==> config.mk <==
export PLATFORM = sky130hd
export DESIGN_NAME = spi_slave_fifo_flat
export DESIGN_NICKNAME = d
export VERILOG_FILES = /design/src/rtl/spi_pkg.sv /design/src/rtl/spi_slave_fifo_if.sv /design/src/rtl/sync_fifo.sv /design/src/rtl/synchronizer.sv /design/src/rtl/spi_slave_fifo.sv /design/src/flat_wrapper.sv
export SDC_FILE = /design/constraint.sdc
export NUM_CORES = 1
export LEC_CHECK = 0
export ABC_CLOCK_PERIOD_IN_PS = 3000
export CORE_MARGIN = 2
export CORE_UTILIZATION = 57
export DETAILED_ROUTE_END_ITERATION = 6
export PLACE_DENSITY = 0.77
export SLEW_MARGIN = 20
export SYNTH_ARGS = -nofsm -noshare
export SYNTH_HDL_FRONTEND = slang
export SYNTH_SLANG_ARGS = --single-unit
==> constraint.sdc <==
create_clock -name clk -period 3 [get_ports clk]
set_input_delay 0.45 -clock clk [delete_from_list [all_inputs] [get_ports clk]]
set_output_delay 0.45 -clock clk [all_outputs]
set_load 0.02 [all_outputs]
==> src/rtl/spi_pkg.sv <==
// Shared types and mode helpers for the SPI target with RX FIFO.
package spi_pkg;

    // Frame state: waiting for chip enable, or inside a frame.
    typedef enum logic [0:0] {
        IDLE   = 1'b0,
        ACTIVE = 1'b1
    } spi_state_t;

    // True when data is sampled on the leading sck edge (CPHA = 0).
    function automatic bit lead_sample(input int cpha);
        return (cpha == 0);
    endfunction

endpackage

==> src/rtl/spi_slave_fifo_if.sv <==
// Parallel-side bus of the SPI target: RX FIFO, TX holding register, status.
interface spi_slave_fifo_if #(
    parameter int WIDTH = 8,
    parameter int DEPTH = 4
);
    localparam int LW = $clog2(DEPTH) + 1;

    logic [WIDTH-1:0] rx_data;
    logic             rx_valid;
    logic             rx_ready;
    logic [LW-1:0]    rx_level;
    logic [WIDTH-1:0] tx_data;
    logic             tx_valid;
    logic             tx_ready;
    logic             frame_done;
    logic             overrun;
    logic             underrun;
    logic             clear;

    // The SPI target drives RX/status and consumes TX/handshake inputs.
    modport slave (
        output rx_data, rx_valid, rx_level, tx_ready, frame_done, overrun, underrun,
        input  rx_ready, tx_data, tx_valid, clear
    );

    // The game logic side sees the mirror image.
    modport master (
        input  rx_data, rx_valid, rx_level, tx_ready, frame_done, overrun, underrun,
        output rx_ready, tx_data, tx_valid, clear
    );
endinterface

==> src/rtl/sync_fifo.sv <==
// Synchronous FIFO with registered storage and a combinational head output.
// Pointers carry one extra wrap bit so full and empty are distinguishable.
module sync_fifo #(
    parameter int WIDTH = 8,
    parameter int DEPTH = 4
) (
    input  logic                   clk,
    input  logic                   reset,
    input  logic                   push_i,
    input  logic                   pop_i,
    input  logic [WIDTH-1:0]       wdata_i,
    output logic [WIDTH-1:0]       rdata_o,
    output logic                   full_o,
    output logic                   empty_o,
    output logic [$clog2(DEPTH):0] level_o
);
    localparam int AW = $clog2(DEPTH);

    logic [WIDTH-1:0] mem_q [DEPTH];
    logic [AW:0]      wr_ptr_q;
    logic [AW:0]      rd_ptr_q;
    logic             do_push_s;
    logic             do_pop_s;

    assign empty_o   = (wr_ptr_q == rd_ptr_q);
    assign full_o    = (wr_ptr_q[AW] != rd_ptr_q[AW]) &&
                       (wr_ptr_q[AW-1:0] == rd_ptr_q[AW-1:0]);
    assign do_pop_s  = pop_i && !empty_o;
    // A push into a full FIFO is accepted only when a pop frees a slot this cycle.
    assign do_push_s = push_i && (!full_o || do_pop_s);
    assign level_o   = wr_ptr_q - rd_ptr_q;
    assign rdata_o   = mem_q[rd_ptr_q[AW-1:0]];

    // Storage and pointer update; reset clears contents so the head reads zero.
    always_ff @(posedge clk) begin
        if (reset) begin
            wr_ptr_q <= '0;
            rd_ptr_q <= '0;
            for (int i = 0; i < DEPTH; i++) begin
                mem_q[i] <= '0;
            end
        end else begin
            if (do_push_s) begin
                mem_q[wr_ptr_q[AW-1:0]] <= wdata_i;
                wr_ptr_q                <= wr_ptr_q + (AW+1)'(1);
            end
            if (do_pop_s) begin
                rd_ptr_q <= rd_ptr_q + (AW+1)'(1);
            end
        end
    end
endmodule

==> src/rtl/synchronizer.sv <==
// Two-flop synchronizer for one asynchronous pin, with a selectable reset level.
module synchronizer #(
    parameter logic RESET_VAL = 1'b0
) (
    input  logic clk,
    input  logic reset,
    input  logic d_i,
    output logic q_o
);
    logic meta_q;
    logic sync_q;

    // Resample the pin twice in the clk domain.
    always_ff @(posedge clk) begin
        if (reset) begin
            meta_q <= RESET_VAL;
            sync_q <= RESET_VAL;
        end else begin
            meta_q <= d_i;
            sync_q <= meta_q;
        end
    end

    assign q_o = sync_q;
endmodule

==> src/rtl/spi_slave_fifo.sv <==
// SPI target sampled in the clk domain: all four modes, multi-word frames,
// RX FIFO with valid/ready, single-word TX holding register, sticky errors.
module spi_slave_fifo
    import spi_pkg::*;
#(
    parameter int WIDTH = 8,
    parameter int DEPTH = 4,
    parameter int CPOL  = 0,
    parameter int CPHA  = 0
) (
    input  logic             clk,
    input  logic             reset,
    input  logic             sck,
    input  logic             sdi,
    input  logic             ce,
    output logic             sdo,
    spi_slave_fifo_if.slave  bus
);
    localparam bit             LEAD_SAMPLE = lead_sample(CPHA);
    localparam int             CW          = $clog2(WIDTH);
    localparam logic [CW-1:0]  LAST_BIT    = CW'(WIDTH - 1);
    localparam logic           SCK_IDLE    = (CPOL != 0) ? 1'b1 : 1'b0;

    logic sck_s, sdi_s, ce_s;
    logic sck_q, ce_q;
    spi_state_t       state_q;
    logic [CW-1:0]    bit_cnt_q;
    logic [WIDTH-1:0] rx_shift_q;
    logic [WIDTH-1:0] tx_shift_q;
    logic [WIDTH-1:0] hold_q;
    logic             hold_full_q;
    logic             frame_done_q;
    logic             overrun_q;
    logic             underrun_q;

    logic sck_rise_s, sck_fall_s, lead_s, trail_s, sample_s, shift_s;
    logic ce_rise_s, ce_fall_s, in_frame_s;
    logic word_done_s, tx_load_s, tx_shift_en_s;
    logic fifo_full_s, fifo_empty_s, pop_s, drop_s;
    logic [WIDTH-1:0] rx_word_s;
    logic [WIDTH-1:0] fifo_head_s;
    logic [$clog2(DEPTH):0] fifo_level_s;

    // ce resets high so a chip enable already asserted at reset is not a rise.
    synchronizer #(.RESET_VAL(SCK_IDLE)) u_sync_sck (.clk(clk), .reset(reset), .d_i(sck), .q_o(sck_s));
    synchronizer #(.RESET_VAL(1'b0))     u_sync_sdi (.clk(clk), .reset(reset), .d_i(sdi), .q_o(sdi_s));
    synchronizer #(.RESET_VAL(1'b1))     u_sync_ce  (.clk(clk), .reset(reset), .d_i(ce),  .q_o(ce_s));

    // Third register on synced sck and ce for edge detection.
    always_ff @(posedge clk) begin
        if (reset) begin
            sck_q <= SCK_IDLE;
            ce_q  <= 1'b1;
        end else begin
            sck_q <= sck_s;
            ce_q  <= ce_s;
        end
    end

    assign sck_rise_s = sck_s & ~sck_q;
    assign sck_fall_s = ~sck_s & sck_q;
    assign lead_s     = (CPOL != 0) ? sck_fall_s : sck_rise_s;
    assign trail_s    = (CPOL != 0) ? sck_rise_s : sck_fall_s;
    assign sample_s   = LEAD_SAMPLE ? lead_s : trail_s;
    assign shift_s    = LEAD_SAMPLE ? trail_s : lead_s;
    assign ce_rise_s  = ce_s & ~ce_q;
    assign ce_fall_s  = ~ce_s & ce_q;
    assign in_frame_s = (state_q == ACTIVE) && !ce_fall_s;
    assign rx_word_s  = {rx_shift_q[WIDTH-2:0], sdi_s};

    // Decode per-cycle frame events: word completion, TX load and TX shift.
    always_comb begin
        word_done_s   = in_frame_s && sample_s && (bit_cnt_q == LAST_BIT);
        tx_load_s     = 1'b0;
        tx_shift_en_s = 1'b0;
        if (state_q == IDLE) begin
            tx_load_s = LEAD_SAMPLE && ce_rise_s;
        end else if (in_frame_s) begin
            // CPHA=0 preloads the next word at completion; CPHA=1 loads on the
            // first shift edge. The shift edge right after completion is skipped.
            tx_load_s     = LEAD_SAMPLE ? word_done_s : (shift_s && (bit_cnt_q == '0));
            tx_shift_en_s = shift_s && (bit_cnt_q != '0);
        end else begin
            tx_load_s = 1'b0;
        end
    end

    // Frame FSM with RX shift register, bit counter and frame_done pulse.
    always_ff @(posedge clk) begin
        if (reset) begin
            state_q      <= IDLE;
            bit_cnt_q    <= '0;
            rx_shift_q   <= '0;
            frame_done_q <= 1'b0;
        end else begin
            frame_done_q <= 1'b0;
            case (state_q)
                IDLE: begin
                    if (ce_rise_s) begin
                        state_q   <= ACTIVE;
                        bit_cnt_q <= '0;
                    end
                end
                ACTIVE: begin
                    if (ce_fall_s) begin
                        state_q      <= IDLE;
                        frame_done_q <= 1'b1;
                        bit_cnt_q    <= '0;
                    end else if (sample_s) begin
                        rx_shift_q <= rx_word_s;
                        bit_cnt_q  <= (bit_cnt_q == LAST_BIT) ? '0 : bit_cnt_q + CW'(1);
                    end
                end
                default: state_q <= IDLE;
            endcase
        end
    end

    // TX holding register and output shift register.
    always_ff @(posedge clk) begin
        if (reset) begin
            hold_q      <= '0;
            hold_full_q <= 1'b0;
            tx_shift_q  <= '0;
        end else begin
            if (tx_load_s) begin
                tx_shift_q  <= hold_full_q ? hold_q : '0;
                hold_full_q <= 1'b0;
            end else if (tx_shift_en_s) begin
                tx_shift_q <= {tx_shift_q[WIDTH-2:0], 1'b0};
            end
            // A write can only land while empty, so a same-cycle load used the old content.
            if (bus.tx_valid && !hold_full_q) begin
                hold_q      <= bus.tx_data;
                hold_full_q <= 1'b1;
            end
        end
    end

    assign pop_s  = bus.rx_ready && !fifo_empty_s;
    assign drop_s = word_done_s && fifo_full_s && !pop_s;

    // Sticky error flags; a new error in the clearing cycle keeps the flag set.
    always_ff @(posedge clk) begin
        if (reset) begin
            overrun_q  <= 1'b0;
            underrun_q <= 1'b0;
        end else begin
            if (drop_s) begin
                overrun_q <= 1'b1;
            end else if (bus.clear) begin
                overrun_q <= 1'b0;
            end
            if (tx_load_s && !hold_full_q) begin
                underrun_q <= 1'b1;
            end else if (bus.clear) begin
                underrun_q <= 1'b0;
            end
        end
    end

    sync_fifo #(.WIDTH(WIDTH), .DEPTH(DEPTH)) u_rx_fifo (
        .clk     (clk),
        .reset   (reset),
        .push_i  (word_done_s),
        .pop_i   (pop_s),
        .wdata_i (rx_word_s),
        .rdata_o (fifo_head_s),
        .full_o  (fifo_full_s),
        .empty_o (fifo_empty_s),
        .level_o (fifo_level_s)
    );

    assign sdo            = tx_shift_q[WIDTH-1];
    assign bus.rx_data    = fifo_head_s;
    assign bus.rx_valid   = !fifo_empty_s;
    assign bus.rx_level   = fifo_level_s;
    assign bus.tx_ready   = !hold_full_q;
    assign bus.frame_done = frame_done_q;
    assign bus.overrun    = overrun_q;
    assign bus.underrun   = underrun_q;
endmodule

==> src/flat_wrapper.sv <==
// flat-port wrapper written by rule: the top's interface ports become plain ports
module spi_slave_fifo_flat import spi_pkg::*;
#(
    parameter int WIDTH = 8,
    parameter int DEPTH = 4,
    parameter int CPOL  = 0,
    parameter int CPHA  = 0
)
  (clk, reset, sck, sdi, ce, sdo, bus_rx_data, bus_rx_valid, bus_rx_level, bus_tx_ready, bus_frame_done, bus_overrun, bus_underrun, bus_rx_ready, bus_tx_data, bus_tx_valid, bus_clear);
  spi_slave_fifo_if #(.WIDTH(WIDTH), .DEPTH(DEPTH)) bus_i ();
  input  logic clk;
  input  logic reset;
  input  logic sck;
  input  logic sdi;
  input  logic ce;
  output logic sdo;
  output wire logic [$bits(bus_i.rx_data)-1:0] bus_rx_data;
  output wire logic [$bits(bus_i.rx_valid)-1:0] bus_rx_valid;
  output wire logic [$bits(bus_i.rx_level)-1:0] bus_rx_level;
  output wire logic [$bits(bus_i.tx_ready)-1:0] bus_tx_ready;
  output wire logic [$bits(bus_i.frame_done)-1:0] bus_frame_done;
  output wire logic [$bits(bus_i.overrun)-1:0] bus_overrun;
  output wire logic [$bits(bus_i.underrun)-1:0] bus_underrun;
  input wire logic [$bits(bus_i.rx_ready)-1:0] bus_rx_ready;
  input wire logic [$bits(bus_i.tx_data)-1:0] bus_tx_data;
  input wire logic [$bits(bus_i.tx_valid)-1:0] bus_tx_valid;
  input wire logic [$bits(bus_i.clear)-1:0] bus_clear;
  assign bus_rx_data = bus_i.rx_data;
  assign bus_rx_valid = bus_i.rx_valid;
  assign bus_rx_level = bus_i.rx_level;
  assign bus_tx_ready = bus_i.tx_ready;
  assign bus_frame_done = bus_i.frame_done;
  assign bus_overrun = bus_i.overrun;
  assign bus_underrun = bus_i.underrun;
  assign bus_i.rx_ready = bus_rx_ready;
  assign bus_i.tx_data = bus_tx_data;
  assign bus_i.tx_valid = bus_tx_valid;
  assign bus_i.clear = bus_clear;
  spi_slave_fifo #(.WIDTH(WIDTH), .DEPTH(DEPTH), .CPOL(CPOL), .CPHA(CPHA)) u_core (.clk(clk), .reset(reset), .sck(sck), .sdi(sdi), .ce(ce), .sdo(sdo), .bus(bus_i));
endmodule
Word level (Yosys, flattened, before mapping) --
Memories as Yosys holds them, arrays and structs flattened. A register that Yosys moved wholly into a read port is not among the register bits. Index checks and enable logic that the tools add are counted.
Storage, ports and cells: bits in registers 45, RAM bits 32, input bits 16, output and inout port bits 17, word-level logic and storage cells 98, memories 1
Operators by class: add/subtract/negate cells 4, eq/ne operators 6, multiplexer cells 31, bitwise operators 10, reductions and logical operators 27
Memories:
- u_core.u_rx_fifo.mem_q | depth 4, width 8, rd ports 1, clocked after Yosys merged registers in 1, wr ports 4, RTL line sync_fifo.sv:19 | logic [WIDTH-1:0] mem_q [DEPTH];
Operators with widths (number):
- two-way mux 8 bit | 4
- two-way mux 1 bit | 18
- logical AND 1 bit | 12
- two-way mux 3 bit | 4
- adder 3 x 1 -> 3 bit (second input constant) | 3
- nonzero test 2 bit | 4
- OR reduction 8 bit | 1
- two-way mux 2 bit | 3
- inverter 1 bit | 6
- one-hot mux 3 bit (2 select lines) | 1
- logical NOT 1 bit | 5
- AND 1 bit | 4
- equality test 3 bit | 1
- equality test 3 bit (second input constant) | 1
- != test 3 bit (second input constant) | 1
- AND reduction 3 bit | 1
- nonzero test 3 bit | 1
- subtractor 3 bit | 1
- equality test 2 bit | 1
- != test 2 x 1 -> 1 bit (second input constant) | 1
- one-hot mux 1 bit (2 select lines) | 1
- AND reduction 2 bit | 1
- OR reduction 2 bit | 1
- logical OR 1 bit | 1
- != test 1 bit | 1

Longest topological paths before layout --
word-level depth 12, depth in mapped cells 7, gate-level depth less buffers 6

Hierarchy --
Synthesis repeated with hierarchy kept, for this count alone.
Second synthesis, totals: cell total of the unflattened synthesis 310, area total of the unflattened synthesis 3443.3 µm²
By module, submodules not included:
- sync_fifo | times used 1, cells each 141, area each 1870.5 µm², sequential area each 1121.1 µm²
- spi_slave_fifo | times used 1, cells each 157, area each 1415.1 µm², sequential area each 660.6 µm²
- synchronizer | times used 3, cells each 4, area each 52.6 µm², sequential area each 40.0 µm²

Worst setup path after synthesis --
OpenSTA, ideal clock, no wires.
path type reg-to-reg, start point reg u_core.bit_cnt_q[0], end point mem u_core.u_rx_fifo.mem_q[0][0], enable pin, setup time 0.329 ns, data arrival time 1.869 ns, required time 2.671 ns, path slack 0.801 ns, cell stages (with the launch flop) 8, path buffers 1, period minus slack after synthesis 2.199 ns, cells stage by stage dfxtp_1 -> ha_1 -> ha_1 -> nand3b_4 -> or3_1 -> buf_2 -> nor4b_4 -> or2_1
RTL lines:
- start, declared | RTL line spi_slave_fifo.sv:27 | logic [CW-1:0] bit_cnt_q;
- start signal, assigned | RTL line spi_slave_fifo.sv:111 | bit_cnt_q <= (bit_cnt_q == LAST_BIT) ? '0 : bit_cnt_q + CW'(1);
- end, declared | RTL line sync_fifo.sv:19

Final worst setup path --
start point reg u_core.u_rx_fifo.wr_ptr_q[0], end point out bus_rx_level[2]
Between the ends: cells in the longest elaborated chain, start to end 1
RTL lines:
- start, declared | RTL line sync_fifo.sv:20 | logic [AW:0] wr_ptr_q;
- start signal, assigned | RTL line sync_fifo.sv:45 | wr_ptr_q <= wr_ptr_q + (AW+1)'(1);
- subtractor 3 bit | RTL line sync_fifo.sv:31 | assign level_o = wr_ptr_q - rd_ptr_q;
- end, declared | RTL line flat_wrapper.sv:19 | output wire logic [$bits(bus_i.rx_level)-1:0] bus_rx_level;
No other way between the ends.

==> run metrics <==
max-cap violations=0; Inserted Clock Buffers=9; die footprint=about 0.0068 mm²; core footprint=slightly below 0.006 mm²; CTS Root Cell=clkbuf_8; # IOs=33; layout cell share with drive strength beyond 1=0.127; initial antenna violation count=0; Post-Syn Area=~0.0035 mm²; Post-Syn Instances=304; GR Util All Layers=0.215; fin. max-slew vios=0; count of cell types in the netlist=50; hold buffer count at cts=0; Main synth FF type=dfxtp_1; power per cell area=between 400 and 500 mW/mm²; die width=82.6 µm; Critical Path Start Type=flop; sequential cell area fraction in the yosys report=0.540; Final GP Congestion=~0.83; Post-route DRC=0; number of enable flip-flop cells after synthesis=32; Critical Path RT=around 2600 ps; Syn Nets=~330; post-synth top area cell=edfxtp_1; Final Hold Viols=0; Worst Clk Skew=roughly 6.7 ps; grt total ovfl=0; min Tclk post-route=approximately 2700 ps; Vias per Instance=between 5 and 6; RSZ-0062 raised after global routing=no; Crit Path Category=flop to output port; Buffers on Ports=32; Post-CTS Resized=0; YS warnings=0; Fin Setup TNS=0 ps; first-pass GRT wire length=10.8 mm; H-tree depth=3; Mapped Avg Cell Area=around 12 µm²; TritonRoute pass-1 iters=4; Worst Max-Slew Pin Slew=615 ps; Starting Density=0.591; Avg WL per Cell=roughly 16 µm; Synth Register Bits=79; setup slack after layout=between 200 and 300 ps; largest net degree at the start of global routing=59; antenna cells=0; Static Leak=between 1.5 and 2 nW; crit share post-route=0.907; minimum setup slack among reg-to-reg paths=between 400 and 500 ps; DR vias=between 2000 and 2500; CP Max Fanout=6; fill cell count=between 400 and 500; Worst-Skew Late Latency=roughly 340 ps; Post-CTS Setup Inserts=0; Worst EP arrival=about 2300 ps; ranking of synthesized cells by area=edfxtp_1 (27%), dfxtp_1 (27%), and2_1 (5.7%), mux4_2 (5.1%), a21oi_1 (2.7%); maximum vdd ir drop=around 330 µV; FP Rows=28; status=complete, no violations; CTS Sinks=79; CTS max path bufs=2; detailed placement HPWL=~4.5 mm; Hold Crit Class=flop to flop; final wirelength=roughly 6.4 mm; fmax=0.368 GHz; CTS tree=done; clk slew on worst S/H paths=roughly 80 ps; Async S/R FF share, synth=0; DIE HEIGHT=82.6 µm; Rel. slew slack=0.590; Initial DRC Count=between 100 and 150; area delta synth->final=14.9%; DP Worst Slack=about 480 ps; antenna-violating nets left=0; Final setup viols=0; critical path endpoint category=output port; post-synth top area share=0.273; final net count=around 360; vias in the first global route=roughly 2200
==> logic make-up (layout without fill, tap and decap cells) <==
kind of cell	count (synthesis)	count (layout)	synth area share
flops	79	79	0.540
fa+ha+maj	8	8	0.0306
mux	17	17	0.0771
simple gates	134	134	0.233
compound gates	36	36	0.0697
xor+xnor	5	5	0.0124
buf+inv	25	60	0.0370
==> state kept, by name, summed over array words and instances (netlist names), named ones only <==
signal / count
u_core.u_rx_fifo.rd_ptr_q: 3
u_core.bus.frame_done: 1
u_core.tx_shift_q: 8
u_core.u_rx_fifo.wr_ptr_q: 3
u_core.state_q: 1
u_core.u_sync_sck.q_o: 1
u_core.hold_full_q: 1
u_core.ce_q: 1
u_core.hold_q: 8
u_core.bus.underrun: 1
u_core.bus.overrun: 1
u_core.u_sync_ce.meta_q: 1
u_core.u_sync_sdi.q_o: 1
u_core.u_sync_ce.q_o: 1
u_core.sck_q: 1
u_core.rx_shift_q: 7
u_core.bit_cnt_q: 3
u_core.u_sync_sck.meta_q: 1
u_core.u_rx_fifo.mem_q: 32
u_core.u_sync_sdi.meta_q: 1
==> cells in the final DEF (no fill, tap or decap), types with 2 or more instances in the layout <==
cell type / instances
nor4_4: 2
and2_1: 32
a221o_1: 2
a211oi_1: 2
mux4_2: 8
nor3_2: 2
o21ai_0: 5
inv_1: 10
or2_2: 5
dfxtp_1: 47
a21oi_1: 19
nor2_1: 16
xor2_1: 3
clkdlybuf4s50_1: 31
clkinv_2: 2
or3_1: 2
buf_4: 2
and3_1: 3
mux2i_1: 8
clkbuf_8: 11
edfxtp_1: 32
nand3b_1: 5
or4b_2: 2
nor2b_1: 11
nand2b_1: 5
nand2_1: 25
nand3_1: 15
xnor2_1: 2
ha_1: 7
==> cell usage after synthesis (2+ instances only) <==
library cell,number
or4b_2,2
or2_2,5
buf_2,2
nor3_2,2
nor2b_1,11
dfxtp_1,47
and2_1,32
mux4_2,8
edfxtp_1,32
or3_1,2
nor4_4,2
inv_1,10
clkbuf_1,6
xor2_1,3
mux2i_1,8
a211oi_1,2
buf_6,4
xnor2_1,2
nand2b_1,5
a221o_1,2
and3_1,3
o21ai_0,5
nor2_1,16
nand3_1,15
a21oi_1,19
nand3b_1,5
ha_1,7
nand2_1,25
==> cell type report <==
cell class                      instances  area, µm²  share of cell area
Inverter                               11       41.3              0.0102
Clock buffer                           13        180              0.0445
Clock inverter                          3       13.8             0.00340
Multi-Input combinational cell        200       1490               0.368
Timing Repair Buffer                   33        325              0.0804
Sequential cell                        79       1900               0.470
Tap cell                               75       93.8              0.0232
==> worst paths after layout <==
check                                                     to  cells after the start                         start
worst max register to register  u_core.u_rx_fifo.mem_q[0][3]                      6           u_core.bit_cnt_q[0]
worst max-delay path                         bus_rx_level[2]                      5  u_core.u_rx_fifo.wr_ptr_q[0]
worst min register to register          u_core.u_sync_ce.q_o                      1       u_core.u_sync_ce.meta_q
worst min-delay path                    u_core.u_sync_ce.q_o                      1       u_core.u_sync_ce.meta_q
==> metal layers <==
layer | vias to the layer above | GRT usage | part of all wire
li1 | 1133 | - | -
met1 | 1082 | 0.313 | 0.48
met2 | 54 | 0.319 | 0.46
met3 | 12 | 0.0424 | 0.039
met4 | 0 | 0.0787 | 0.017
met5 | - | 0 | 0
==> report_power, final <==
group | leakage, nW | switching (mW) | total, mW | internal [mW]
combinational | 0.757 | 0.0546 | 0.101 | 0.0466
clock | 0.102 | 0.371 | 0.762 | 0.392
sequential | 0.712 | 0.0152 | 1.16 | 1.14
total | 1.57 | 0.440 | 2.02 | 1.58
==> worst max-delay path, stage by stage, from the launching register on <==
cell and delay [ps]:
dfxtp_1 410, inv_1 100, ha_1 210, fa_1 380, xnor2_1 190, clkdlybuf4s50_1 630
==> metrics by stage <==
step / hold WS (ps) / area, µm² / instances / power (mW) / util
2_1_floorplan: 389 / 3520 / 304 / 1.24 / -
3_3_place_gp: 398 / 3850 / 398 / 1.28 / 0.646
3_5_place_dp: 394 / 3850 / 398 / 1.28 / 0.646
4_1_cts: 413 / 4040 / 414 / 2.03 / 0.679
5_1_grt: 424 / 4050 / 414 / 2.09 / 0.679
6_report: 411 / 4050 / 414 / 2.02 / 0.679
Note: power is estimated with default switching activity, not from simulation.
